### src/rtl/pipelined_mac_unit.sv
// rtl/pipelined_mac_unit.sv - three-stage pipelined multiply-accumulate unit with windowed result
//
// Purpose: multiplies operandA by operandB and sums AccCycles accepted products per window.
//          Each completed window sum is presented on AccResult with a one-cycle resultValid pulse.
//          The pulse appears three edges after the window's last sample is accepted.
// Ports:
//   clk          single clock, rising edge
//   reset        synchronous active-high reset; discards everything, zeroes AccResult
//   clear        synchronous window abort; AccResult holds
//   newData      operand pair valid strobe, one sample per high cycle
//   operandA/B   multiplicand / multiplier
//   AccResult    last completed window sum (registered, holds between pulses)
//   resultValid  one-cycle pulse when AccResult updates
//   overflow     clamp occurred in the reported window (meaningful with resultValid)
// Configuration: define MAC_SATURATE_EN for saturating accumulation and a live overflow flag;
//                otherwise accumulation wraps and overflow is tied to 0.
module pipelined_mac_unit #(
    parameter int bitwidthA      = 8,
    parameter int bitwidthB      = 8,
    parameter int AccCycles      = 400,
    parameter int bitwidthAccRes = 25,
    parameter int SignedMode     = 0
) (
    input  logic                      clk,
    input  logic                      reset,
    input  logic                      clear,
    input  logic                      newData,
    input  logic [bitwidthA-1:0]      operandA,
    input  logic [bitwidthB-1:0]      operandB,
    output logic [bitwidthAccRes-1:0] AccResult,
    output logic                      resultValid,
    output logic                      overflow
);
    localparam int          PW       = bitwidthA + bitwidthB;
    localparam int          W        = bitwidthAccRes;
    localparam logic [15:0] LAST_IDX = 16'(AccCycles - 1);

    // Stage 1: operands
    logic [bitwidthA-1:0] a_q, a_d;
    logic [bitwidthB-1:0] b_q, b_d;
    logic                 v1_q, v1_d;
    // Stage 2: full-width product
    logic [PW-1:0]        prod_q, prod_d;
    logic                 v2_q, v2_d;
    // Stage 3: accumulator, window counter and closed-window capture
    logic [W-1:0]         acc_q, acc_d;
    logic [15:0]          cnt_q, cnt_d;
    logic [W-1:0]         win_sum_q, win_sum_d;
    logic                 win_done_q, win_done_d;
    // Output registers
    logic [W-1:0]         acc_result_q, acc_result_d;
    logic                 result_valid_q, result_valid_d;

    logic [PW-1:0]        a_ext, b_ext;
    logic [W-1:0]         prod_ext, sum_wrap, sum_add;
    logic                 close;

    // Operands are widened to the product width first so a single unsigned
    // multiply, truncated to PW bits, yields the correct two's-complement product.
    always_comb begin
        a_ext = PW'(a_q);
        b_ext = PW'(b_q);
        if (SignedMode != 0) begin
            a_ext = ({PW{a_q[bitwidthA-1]}} << bitwidthA) | PW'(a_q);
            b_ext = ({PW{b_q[bitwidthB-1]}} << bitwidthB) | PW'(b_q);
        end
        prod_d = a_ext * b_ext;

        prod_ext = W'(prod_q);
        if (SignedMode != 0) begin
            prod_ext = ({W{prod_q[PW-1]}} << PW) | W'(prod_q);
        end
        sum_wrap = acc_q + prod_ext;
        close    = v2_q && (cnt_q == LAST_IDX);
    end

    always_comb begin
        a_d            = operandA;
        b_d            = operandB;
        v1_d           = newData;
        v2_d           = v1_q;
        acc_d          = acc_q;
        cnt_d          = cnt_q;
        win_sum_d      = win_sum_q;
        win_done_d     = 1'b0;
        if (close) begin
            // Last product of the window: capture the final sum, restart at zero
            // so a product arriving next cycle opens the next window cleanly.
            win_sum_d  = sum_add;
            win_done_d = 1'b1;
            acc_d      = '0;
            cnt_d      = '0;
        end else if (v2_q) begin
            acc_d      = sum_add;
            cnt_d      = cnt_q + 16'd1;
        end
        acc_result_d   = win_done_q ? win_sum_q : acc_result_q;
        result_valid_d = win_done_q;
        if (clear) begin
            v1_d           = 1'b0;
            v2_d           = 1'b0;
            acc_d          = '0;
            cnt_d          = '0;
            win_done_d     = 1'b0;
            result_valid_d = 1'b0;
            acc_result_d   = acc_result_q;
        end
    end

    always_ff @(posedge clk) begin
        if (reset) begin
            a_q            <= '0;
            b_q            <= '0;
            v1_q           <= 1'b0;
            prod_q         <= '0;
            v2_q           <= 1'b0;
            acc_q          <= '0;
            cnt_q          <= '0;
            win_sum_q      <= '0;
            win_done_q     <= 1'b0;
            acc_result_q   <= '0;
            result_valid_q <= 1'b0;
        end else begin
            a_q            <= a_d;
            b_q            <= b_d;
            v1_q           <= v1_d;
            prod_q         <= prod_d;
            v2_q           <= v2_d;
            acc_q          <= acc_d;
            cnt_q          <= cnt_d;
            win_sum_q      <= win_sum_d;
            win_done_q     <= win_done_d;
            acc_result_q   <= acc_result_d;
            result_valid_q <= result_valid_d;
        end
    end

    assign AccResult   = acc_result_q;
    assign resultValid = result_valid_q;

`ifdef MAC_SATURATE_EN
    logic clamp;
    logic sat_q, sat_d;
    logic win_ovf_q, win_ovf_d;
    logic overflow_q, overflow_d;

    always_comb begin
        clamp   = 1'b0;
        sum_add = sum_wrap;
        if (SignedMode != 0) begin
            // Signed overflow: both addends share a sign the wrapped sum lost.
            if ((acc_q[W-1] == prod_ext[W-1]) && (sum_wrap[W-1] != acc_q[W-1])) begin
                clamp   = 1'b1;
                sum_add = acc_q[W-1] ? {1'b1, {(W-1){1'b0}}} : {1'b0, {(W-1){1'b1}}};
            end
        end else if (sum_wrap < acc_q) begin
            // Unsigned carry-out shows up as the wrapped sum dropping below acc.
            clamp   = 1'b1;
            sum_add = '1;
        end

        sat_d     = sat_q;
        win_ovf_d = 1'b0;
        if (close) begin
            win_ovf_d = sat_q | clamp;
            sat_d     = 1'b0;
        end else if (v2_q) begin
            sat_d     = sat_q | clamp;
        end
        overflow_d = win_done_q & win_ovf_q;
        if (clear) begin
            sat_d      = 1'b0;
            win_ovf_d  = 1'b0;
            overflow_d = 1'b0;
        end
    end

    always_ff @(posedge clk) begin
        if (reset) begin
            sat_q      <= 1'b0;
            win_ovf_q  <= 1'b0;
            overflow_q <= 1'b0;
        end else begin
            sat_q      <= sat_d;
            win_ovf_q  <= win_ovf_d;
            overflow_q <= overflow_d;
        end
    end

    assign overflow = overflow_q;
`else
    assign sum_add  = sum_wrap;
    assign overflow = 1'b0;
`endif

endmodule
### config.mk
export PLATFORM = sky130hd
export DESIGN_NAME = pipelined_mac_unit
export DESIGN_NICKNAME = d
export VERILOG_FILES = /design/src/rtl/pipelined_mac_unit.sv
export SDC_FILE = /design/constraint.sdc
export NUM_CORES = 1
export LEC_CHECK = 0
export ABC_AREA = 0
export BUFFER_PORTS_ARGS = -buffer_cell sky130_fd_sc_hd__buf_2
export CORE_MARGIN = 2
export CORE_UTILIZATION = 41
export DETAILED_ROUTE_END_ITERATION = 10
export SLEW_MARGIN = 25
export SYNTH_ARGS = -nofsm -noshare
export SYNTH_HDL_FRONTEND = slang
export SYNTH_SLANG_ARGS = --single-unit
export TNS_END_PERCENT = 10
### constraint.sdc
create_clock -name clk -period 4.25 [get_ports clk]
set_clock_uncertainty 0.1 [all_clocks]
set_input_delay 0.2125 -clock clk [delete_from_list [all_inputs] [get_ports clk]]
set_output_delay 0.2125 -clock clk [all_outputs]
set_load 0.01 [all_outputs]
==> impl_metrics.toml, run 1 <==
[global_route]
grt_pass1_vias = 5308
antenna_found_initial = 0
met1_usage = 0.207
gr-usage-met2 = 0.277
grt_max_degree = 85
top_usage_layer = "met2"
grt_util_all_layers = 0.164
grt_pass1_wl_um = 24800
grtUsageMet3 = 0.0419
grt-ovfl-total = 0

[clock_network]
cts_tree = "yes"
ctsHtreeMaxLevel = 4
cts_made_buffers = 17
clkSinkCount = 127
clk_latency_ns = 0.41
cts_buffer_depth = 2
cts-root-buf = "clkbuf_16"
cts.clk_slew.worst_paths_ns = 0.06

[place]
dp_cells = 1110
postPlaceCellArea_um2 = 7940
hpwl_um = 10400
finalWeightedCongestion = 0.838
dp_slack_ns = -0.112
io_buffers = 45

[timing]
rsz0062_at_grt = "true"
slew_headroom = 0.393
fin_crit_ns = 4.08
max_slew.worst_pin.slew_ns = 0.911
finalSetupViolations = 0
tns_ns = 0
worst_slack_ns = 0.167
fmax_mhz = 245
timing.final.crit_share = 0.961
final_max_slew_viol_count = 0
hold_violations = 0

[power_and_ir_drop]
power_frac_clock = 0.469
switchingPower_w = 0.000744
combPwrFrac = 0.106
p_int_w = 0.00214
powerDensity_nw_per_um2 = 327
ir_drop_uv = 289
p_seq_frac = 0.425
leakage_nw = 3.82
switching_share = 0.258

[worst_setup_path]
ff2ff_setup_slack_ns = 0.17
end_kind = "flip-flop"
r2r-end = "prod_q[15]$_SDFF_PP0_"
rr_worst_depth = 14
crit_end = "prod_q[15]$_SDFF_PP0_"
startpoint = "b_q[2]$_SDFF_PP0_"
crit_type = "flip-flop to flip-flop"
worstPathArrival_ns = 4.25
required_ns = 4.42
worstPathMaxFanout = 5
crit-reg2reg-launch = "b_q[2]$_SDFF_PP0_"
start_kind = "flip-flop"

[logic_synthesis]
synth.distinct_cells = 49
ys_seq_elements = 127
ys.flop_type = "dfxtp_1"
synth_edf_count = 0
ys_seq_area_frac = 0.347
syn_avg_cell_area_um2 = 8.72
synthArstFlopShare = 0
netlist_area_um2 = 7340
synth_cells = 841
ys_warn_count = 0
synth_nets = 951

[routing]
drtIter0Drc = 186
drc = 0
vias_per_cell = 4.76
dr.pass1.iters = 5
postRouteAntennaNets = 0
routed_wl_um = 14300
post_drt_wl_per_cell_um = 12.4
vias = 5530

[flow_run]
maxCapViolCount = 0

[floorplanning]
ios = 47
fp-row-count = 48
start_util = 0.421
core_area_um2 = 17400
die_area_um2 = 19000
die_y_um = 138
die_w_um = 138

[finish]
num-nets-final = 1033
drive_gt1_frac = 0.156
design_area_um2 = 8840
fin_util = 0.507
n_fill_cell = 1693
antenna_cells = 0
final_cells = 1161
area.growth.synth_to_final_pct = 20.5

[outcome]
status = "complete, no violations"

[min_path]
worstHoldStart = "reset"
hold_class = "primary input to flip-flop"
## cell usage in the layout, fill, tap and decap left out, types with 9 or more instances in the layout
master         synthesis  layout
nand4_1               10      10
dfxtp_1              127     119
xnor2_1               16      16
o21ai_1                8       9
clkbuf_16              0      17
ha_1                  53      46
buf_4                  2      29
dlygate4sd3_1          0      18
buf_2                  8      45
inv_1                 63      62
a21oi_1               62      60
nor2_1                69      69
nor2b_1               27      27
and2_1                56      54
nand2_1              101     101
a211oi_1              11      11
fa_1                  37      35
nand3_1               23      23
a21o_1                17      17
xor2_1                34      34
nand2b_1              14      14
## per-layer routing
layer	vias to the layer above	part of all wire
li1	2949	-
met1	2512	0.50
met2	63	0.47
met3	6	0.027
met4	0	0.0070
met5	-	0
## cells by family (layout without fill, tap and decap cells)
group | count (synthesis) | after routing | share of synthesized area
compound gates | 140 | 140 | 0.119
xor+xnor | 50 | 50 | 0.0597
fa+ha+maj | 90 | 90 | 0.191
buf+inv | 95 | 190 | 0.0520
flops | 127 | 127 | 0.347
mux | 7 | 7 | 0.00955
other cells | 1 | 1 | 0.000511
simple gates | 331 | 331 | 0.221
## cell usage after synthesis, types with 23 or more instances
library cell,number,area share
ha_1,53,0.090
fa_1,37,0.10
dfxtp_1,127,0.35
xor2_1,34,0.041
a21oi_1,62,0.042
nor2b_1,27,0.023
nand2_1,101,0.052
and2_1,56,0.048
nor2_1,69,0.035
inv_1,63,0.032
nand3_1,23,0.016
## power groups by stage
stage          Sequential (W)  Clock (W)  Combinational, W
6_report              0.00123    0.00136          0.000306
5_1_grt               0.00123    0.00145          0.000347
4_1_cts               0.00123    0.00140          0.000281
3_5_place_dp          0.00125          0          0.000265
3_3_place_gp          0.00125          0          0.000262
2_1_floorplan         0.00125          0          0.000187
## worst min-delay path by stage
stage	slack, ns	endpoint	cells past startpoint
3_3_place_gp	0.31	v2_q$_SDFF_PP0_	1
2_1_floorplan	0.19	win_done_q$_SDFF_PP0_	1
5_1_grt	0.16	v2_q$_SDFF_PP0_	3
6_report	0.15	v1_q$_SDFF_PP0_	3
3_5_place_dp	0.32	v1_q$_SDFF_PP0_	2
4_1_cts	0.15	v1_q$_SDFF_PP0_	3
## flip-flops by register name (all words and copies together) (netlist names)
signal       cells
AccResult       25
a_q              8
acc_q           25
b_q              8
cnt_q           16
prod_q          16
resultValid      1
v1_q             1
v2_q             1
win_done_q       1
win_sum_q       25
## through the flow
stage                     hold WS [ns]  total power, W
after global placement           0.312         0.00152
after floorplan                  0.192         0.00144
final                            0.153         0.00289
after global routing             0.160         0.00302
after detailed placement         0.316         0.00152
after CTS                        0.151         0.00290
## worst max-delay path: stages, from the launching register on
cell and delay, ns:
dfxtp_4 0.36, and2_1 0.15, fa_1 0.56, fa_1 0.45, fa_1 0.54, inv_1 0.05
fa_1 0.53, inv_1 0.06, ha_4 0.21, or2_4 0.26, a31oi_4 0.14, a21oi_2 0.07
a221oi_2 0.26, xnor2_1 0.14, nor2_1 0.05
## final cells by class
cell class	count	area, um2	share of cell area
Inverter	63	236	0.0268
Sequential cell	127	2560	0.290
Clock buffer	19	453	0.0513
Clock inverter	13	105	0.0119
Multi-Input combinational cell	619	4540	0.514
Tap cell	225	282	0.0319
Timing Repair Buffer	95	657	0.0743
## repair_timing
item | CTS | global route
resized for setup | 4 | 33
setup endpoints to repair | 2 | 6
pin swaps | 2 | 19
setup buffers | 0 | 1
hold buffers | 18 | 0
hold endpoints to repair | 18 | 0
No activity file was read; power rests on OpenSTA's default activity.
==> run 2, diff against run 1 <==
RECOVER_POWER = 50   (was not set)
==> run 2 against run 1 <==
Compared with the run above: critical path depth unchanged; utilization decreased by 0.24 points; worst setup slack got worse by 0.014 ns; via count increased by 0.29%; power about the same; maximum frequency decreased by 0.35%; count of clock-buffer cells in the layout unchanged; sequential share of layout area increased by 0.14 points; cell area decreased by 0.48%; critical path type unchanged; critical endpoint unchanged.
==> impl_metrics.toml, run 2 (synthesized netlist as in run 1, its figures left out) <==
[timing]
worst_slack_ns = 0.153
fin_crit_ns = 4.10
tns_ns = 0
max_slew.worst_pin.slew_ns = 0.918
hold_violations = 0
timing.final.crit_share = 0.964
fmax_mhz = 244
slew_headroom = 0.388
final_max_slew_viol_count = 0
finalSetupViolations = 0
rsz0062_at_grt = "true"
holdWs_ns = 0.148

[floorplanning]
die_area_um2 = 19000
ios = 47
core_area_um2 = 17400
fp-row-count = 48
die_w_um = 138
die_y_um = 138
start_util = 0.421

[clock_network]
clkSinkCount = 127
cts.clk_slew.worst_paths_ns = 0.06
ctsHtreeMaxLevel = 4
cts_made_buffers = 17
cts-root-buf = "clkbuf_16"
cts_tree = "yes"
cts_buffer_depth = 2
clk_latency_ns = 0.42

[worst_setup_path]
required_ns = 4.42
worstPathMaxFanout = 5
start_kind = "flip-flop"
worstPathArrival_ns = 4.27
crit_type = "flip-flop to flip-flop"
end_kind = "flip-flop"

[place]
dp_cells = 1110
finalWeightedCongestion = 0.838
dp_slack_ns = -0.112
hpwl_um = 10400
io_buffers = 45

[finish]
num-nets-final = 1033
mostFrequentLayoutCells = "dfxtp_1, nand2_1, nor2_1, inv_1, a21oi_1"
fin_util = 0.505
mostFrequentLayoutCell = "dfxtp_1"
final_cells = 1161
area.growth.synth_to_final_pct = 19.9
drive_gt1_frac = 0.125
antenna_cells = 0

[routing]
vias = 5546
vias_per_cell = 4.78
drc = 0
postRouteAntennaNets = 0
post_drt_wl_per_cell_um = 12.4
drtIter0Drc = 199
routed_wl_um = 14400
dr.pass1.iters = 4

[power_and_ir_drop]
leakage_nw = 3.70
powerDensity_nw_per_um2 = 328
ir_drop_uv = 293

[flow_run]
maxCapViolCount = 0

[min_path]
hold_class = "primary input to flip-flop"

[global_route]
grt_pass1_wl_um = 24800
grt_max_degree = 85
grt_util_all_layers = 0.164
grt_pass1_vias = 5308
antenna_found_initial = 0
grt-ovfl-total = 0

[outcome]
status = "complete, no violations"
==> run 2: cell count changes in the layout (fill, tap and decap cells not counted) <==
cell / previous run / this run
and2_1: 54 / 52
or3_1: 6 / 7
or3_4: 1 / 0
and2_0: 0 / 2
buf_4: 29 / 28
buf_2: 45 / 18
clkbuf_1: 0 / 28
==> run 2: cell type report <==
class                   count  area [um2]
clock buffers              19         453
clock inverters            13         105
fillers                  1711        8620
inverters                  63         236
multi-input cells         619        4540
flip-flops and latches    127        2560
well taps                 225         282
repair buffers             95         619
==> run 2: power breakdown <==
| group | leakage (nW) | internal (W) | switching, W | total, W |
|---|---|---|---|---|
| sequential | 1.03 | 0.00121 | 0.0000136 | 0.00123 |
| clock | 0.269 | 0.000787 | 0.000570 | 0.00136 |
| combinational | 2.40 | 0.000144 | 0.000161 | 0.000305 |
| total | 3.70 | 0.00214 | 0.000745 | 0.00289 |
==> run 2: routing by layer <==
metal / track usage / vias to the layer above / share of wire
met5: 0 / - / 0
met4: 0.0442 / 0 / 0.0045
met3: 0.0419 / 6 / 0.036
met2: 0.277 / 74 / 0.47
met1: 0.207 / 2515 / 0.49
li1: - / 2951 / -
==> run 2: worst paths after layout <==
kind	start	endpoint	slack (ns)	depth (start not counted)
setup / recovery	b_q[2]$_SDFF_PP0_	prod_q[15]$_SDFF_PP0_	0.15	14
hold / removal	reset	v2_q$_SDFF_PP0_	0.15	3
setup reg to reg	b_q[2]$_SDFF_PP0_	prod_q[15]$_SDFF_PP0_	0.15	14
hold reg to reg	v1_q$_SDFF_PP0_	v2_q$_SDFF_PP0_	0.33	1
==> run 2: worst max-delay path, cell delays in order (launching register included) <==
cell      delay [ns]
dfxtp_4         0.36
and2_1          0.15
fa_1            0.56
fa_1            0.45
fa_1            0.54
inv_1           0.05
fa_1            0.53
inv_1           0.06
ha_4            0.21
or2_4           0.26
a31oi_4         0.14
a21oi_2         0.07
a221oi_2        0.26
xnor2_1         0.14
nor2_1          0.05
==> run 2: per-stage QoR <==
step	instance area [um2]	total power, W
2_1_floorplan	7340	0.00144
3_3_place_gp	7940	0.00152
3_5_place_dp	7940	0.00152
4_1_cts	8680	0.00290
5_1_grt	8790	0.00302
6_report	8790	0.00289
==> run 2: what timing repair did <==
item                                    in CTS  in global routing
gates cloned                                 0                  0
hold buffers                                18                  0
endpoints found under the hold margin       18                  0
resized for setup                            4                 33
endpoints found under the setup margin       2                  6
pin swaps                                    2                 19
buffers inserted                             0                  1
==> run 3, diff against run 2 <==
GPL_TIMING_DRIVEN = 0   (was not set)
==> run 3 against run 2 <==
Compared with the run above: die area is the same; sequential cell count is the same; global-route usage grew 1.4 points; worst setup slack lost 0.023 ns; clock power grew 7%; register-to-register slack lost 0.02 ns; combinational power shrank 2%; routed wire length grew 11%; worst hold slack gained 0.096 ns; final cell count grew 0.43%; critical path depth is the same; non-clock buffer count grew 5; critical endpoint unchanged.
==> impl_metrics.toml, run 3 (synthesized netlist as in run 1, its figures left out) <==
[power_and_ir_drop]
switchingPower_w = 0.000806
power_frac_clock = 0.487
switching_share = 0.270
powerDensity_nw_per_um2 = 339
p_total_w = 0.00298
combPwrFrac = 0.100
ir_drop_uv = 326
leakage_nw = 3.66
p_seq_frac = 0.413
p_int_w = 0.00218

[worst_setup_path]
worstPathArrival_ns = 4.30
critical_path.cell_chain = "and2_1, fa_1, fa_1, fa_1, inv_1, fa_2, inv_1, ha_4, a21o_4, nor3_4, a21oi_4, a221oi_2, xnor2_1, nor2_1"
slowest_delay_ns = 0.56
end_kind = "flip-flop"
start_kind = "flip-flop"
crit_end = "prod_q[15]$_SDFF_PP0_"
crit-reg2reg-launch = "a_q[4]$_SDFF_PP0_"
startpoint = "a_q[4]$_SDFF_PP0_"
crit_buf_inv = 2
r2r-end = "prod_q[15]$_SDFF_PP0_"
cpLargestDelayFamily = "adder cells"
ff2ff_setup_slack_ns = 0.13
rr_worst_depth = 14
cpMostUsedCell = "fa_1"
crit_type = "flip-flop to flip-flop"
worstPathMaxFanout = 8
slowest_stage = "fa_1"
cp_num_cells = 14
required_ns = 4.43

[clock_network]
cts-root-buf = "clkbuf_16"
clk_latency_ns = 0.42
clkSinkCount = 127
cts_buffer_depth = 2
cts_tree = "yes"
ctsHtreeMaxLevel = 4
cts_made_buffers = 17
cts.clk_slew.worst_paths_ns = 0.06

[timing]
finalSetupViolations = 0
timing.final.crit_share = 0.969
max_slew.worst_pin.slew_ns = 0.763
slew_headroom = 0.492
final_max_slew_viol_count = 0
hold_violations = 0
fin_crit_ns = 4.12
fmax_mhz = 243
tns_ns = 0

[place]
hpwl_um = 11700
finalWeightedCongestion = 0.839
io_buffers = 45

[routing]
postRouteAntennaNets = 0
drtIter0Drc = 201
post_drt_wl_per_cell_um = 13.7
routed_wl_um = 16000
vias = 5628
drc = 0
dr.pass1.iters = 4
vias_per_cell = 4.83

[floorplanning]
die_area_um2 = 19000
core_area_um2 = 17400
die_y_um = 138
start_util = 0.421
ios = 47
die_w_um = 138
fp-row-count = 48

[finish]
num-nets-final = 1038
mostFrequentLayoutCell = "dfxtp_1"
n_fill_cell = 1654
antenna_cells = 0
mostFrequentLayoutCells = "dfxtp_1, nand2_1, nor2_1, inv_1, a21oi_1"
area.growth.synth_to_final_pct = 20.1
drive_gt1_frac = 0.115
regArea_um2 = 2590
multi_input_area_um2 = 4560

[outcome]
status = "complete, no violations"

[global_route]
grt_util_all_layers = 0.178
grt_pass1_wl_um = 26100
grt_max_degree = 17
antenna_found_initial = 0
met1_usage = 0.227
grt_pass1_vias = 5495
top_usage_layer = "met2"
grtUsageMet3 = 0.0327
grt-ovfl-total = 0
gr-usage-met2 = 0.298

[flow_run]
maxCapViolCount = 0

[min_path]
hold_class = "primary input to flip-flop"
-- run 3: worst min path at each step --
stage / startpoint / end / slack (ns) / cells after the start
2_1_floorplan: clear / win_done_q$_SDFF_PP0_ / 0.19 / 1
3_3_place_gp: newData / v1_q$_SDFF_PP0_ / 0.31 / 2
3_5_place_dp: newData / v1_q$_SDFF_PP0_ / 0.32 / 2
4_1_cts: reset / v1_q$_SDFF_PP0_ / 0.15 / 3
5_1_grt: reset / v1_q$_SDFF_PP0_ / 0.27 / 3
6_report: reset / v1_q$_SDFF_PP0_ / 0.24 / 3
-- run 3: cell type report --
cell class | instances | area share
multi-input combinational | 619 | 0.517
buffer | 32 | 0.0163
sequential | 127 | 0.294
tap | 225 | 0.0320
clock inverter | 15 | 0.0187
clock buffer | 17 | 0.0483
timing repair buffer | 68 | 0.0463
inverter | 63 | 0.0268
-- run 3: repair_timing --
action,CTS,global route
endpoints found under the hold margin,18,0
setup buffers,2,3
hold buffers,18,0
endpoints found under the setup margin,4,5
resized for setup,19,36
pin swaps,5,16
-- run 3: layer usage --
| layer | vias to the layer above | part of all wire |
|---|---|---|
| li1 | 2949 | - |
| met1 | 2577 | 0.49 |
| met2 | 88 | 0.47 |
| met3 | 14 | 0.031 |
| met4 | 0 | 0.015 |
| met5 | - | 0 |
-- run 3: worst min-delay path: stages --
cell,delay (ns)
clkbuf_1,0.17
nor2_1,0.15
and2_1,0.18
-- run 3: power by group through the flow --
stage	clock network, W	logic, W	registers [W]
final	0.00145	0.000298	0.00123
after global routing	0.00154	0.000337	0.00123
after CTS	0.00149	0.000266	0.00124
after detailed placement	0	0.000243	0.00126
after global placement	0	0.000241	0.00126
after floorplan	0	0.000187	0.00125
-- run 3: stage by stage --
step | setup WS (ns) | hold WS (ns) | instances | util | cell area [um2]
CTS | 0.0155 | 0.153 | 1163 | 0.498 | 8680
detailed placement | -0.254 | 0.320 | 1111 | 0.450 | 7840
global placement | -0.226 | 0.314 | 1111 | 0.450 | 7840
floorplan | 0.0261 | 0.192 | 841 | - | 7340
finish | 0.130 | 0.244 | 1166 | 0.506 | 8810
global route | -0.0118 | 0.273 | 1166 | 0.506 | 8810
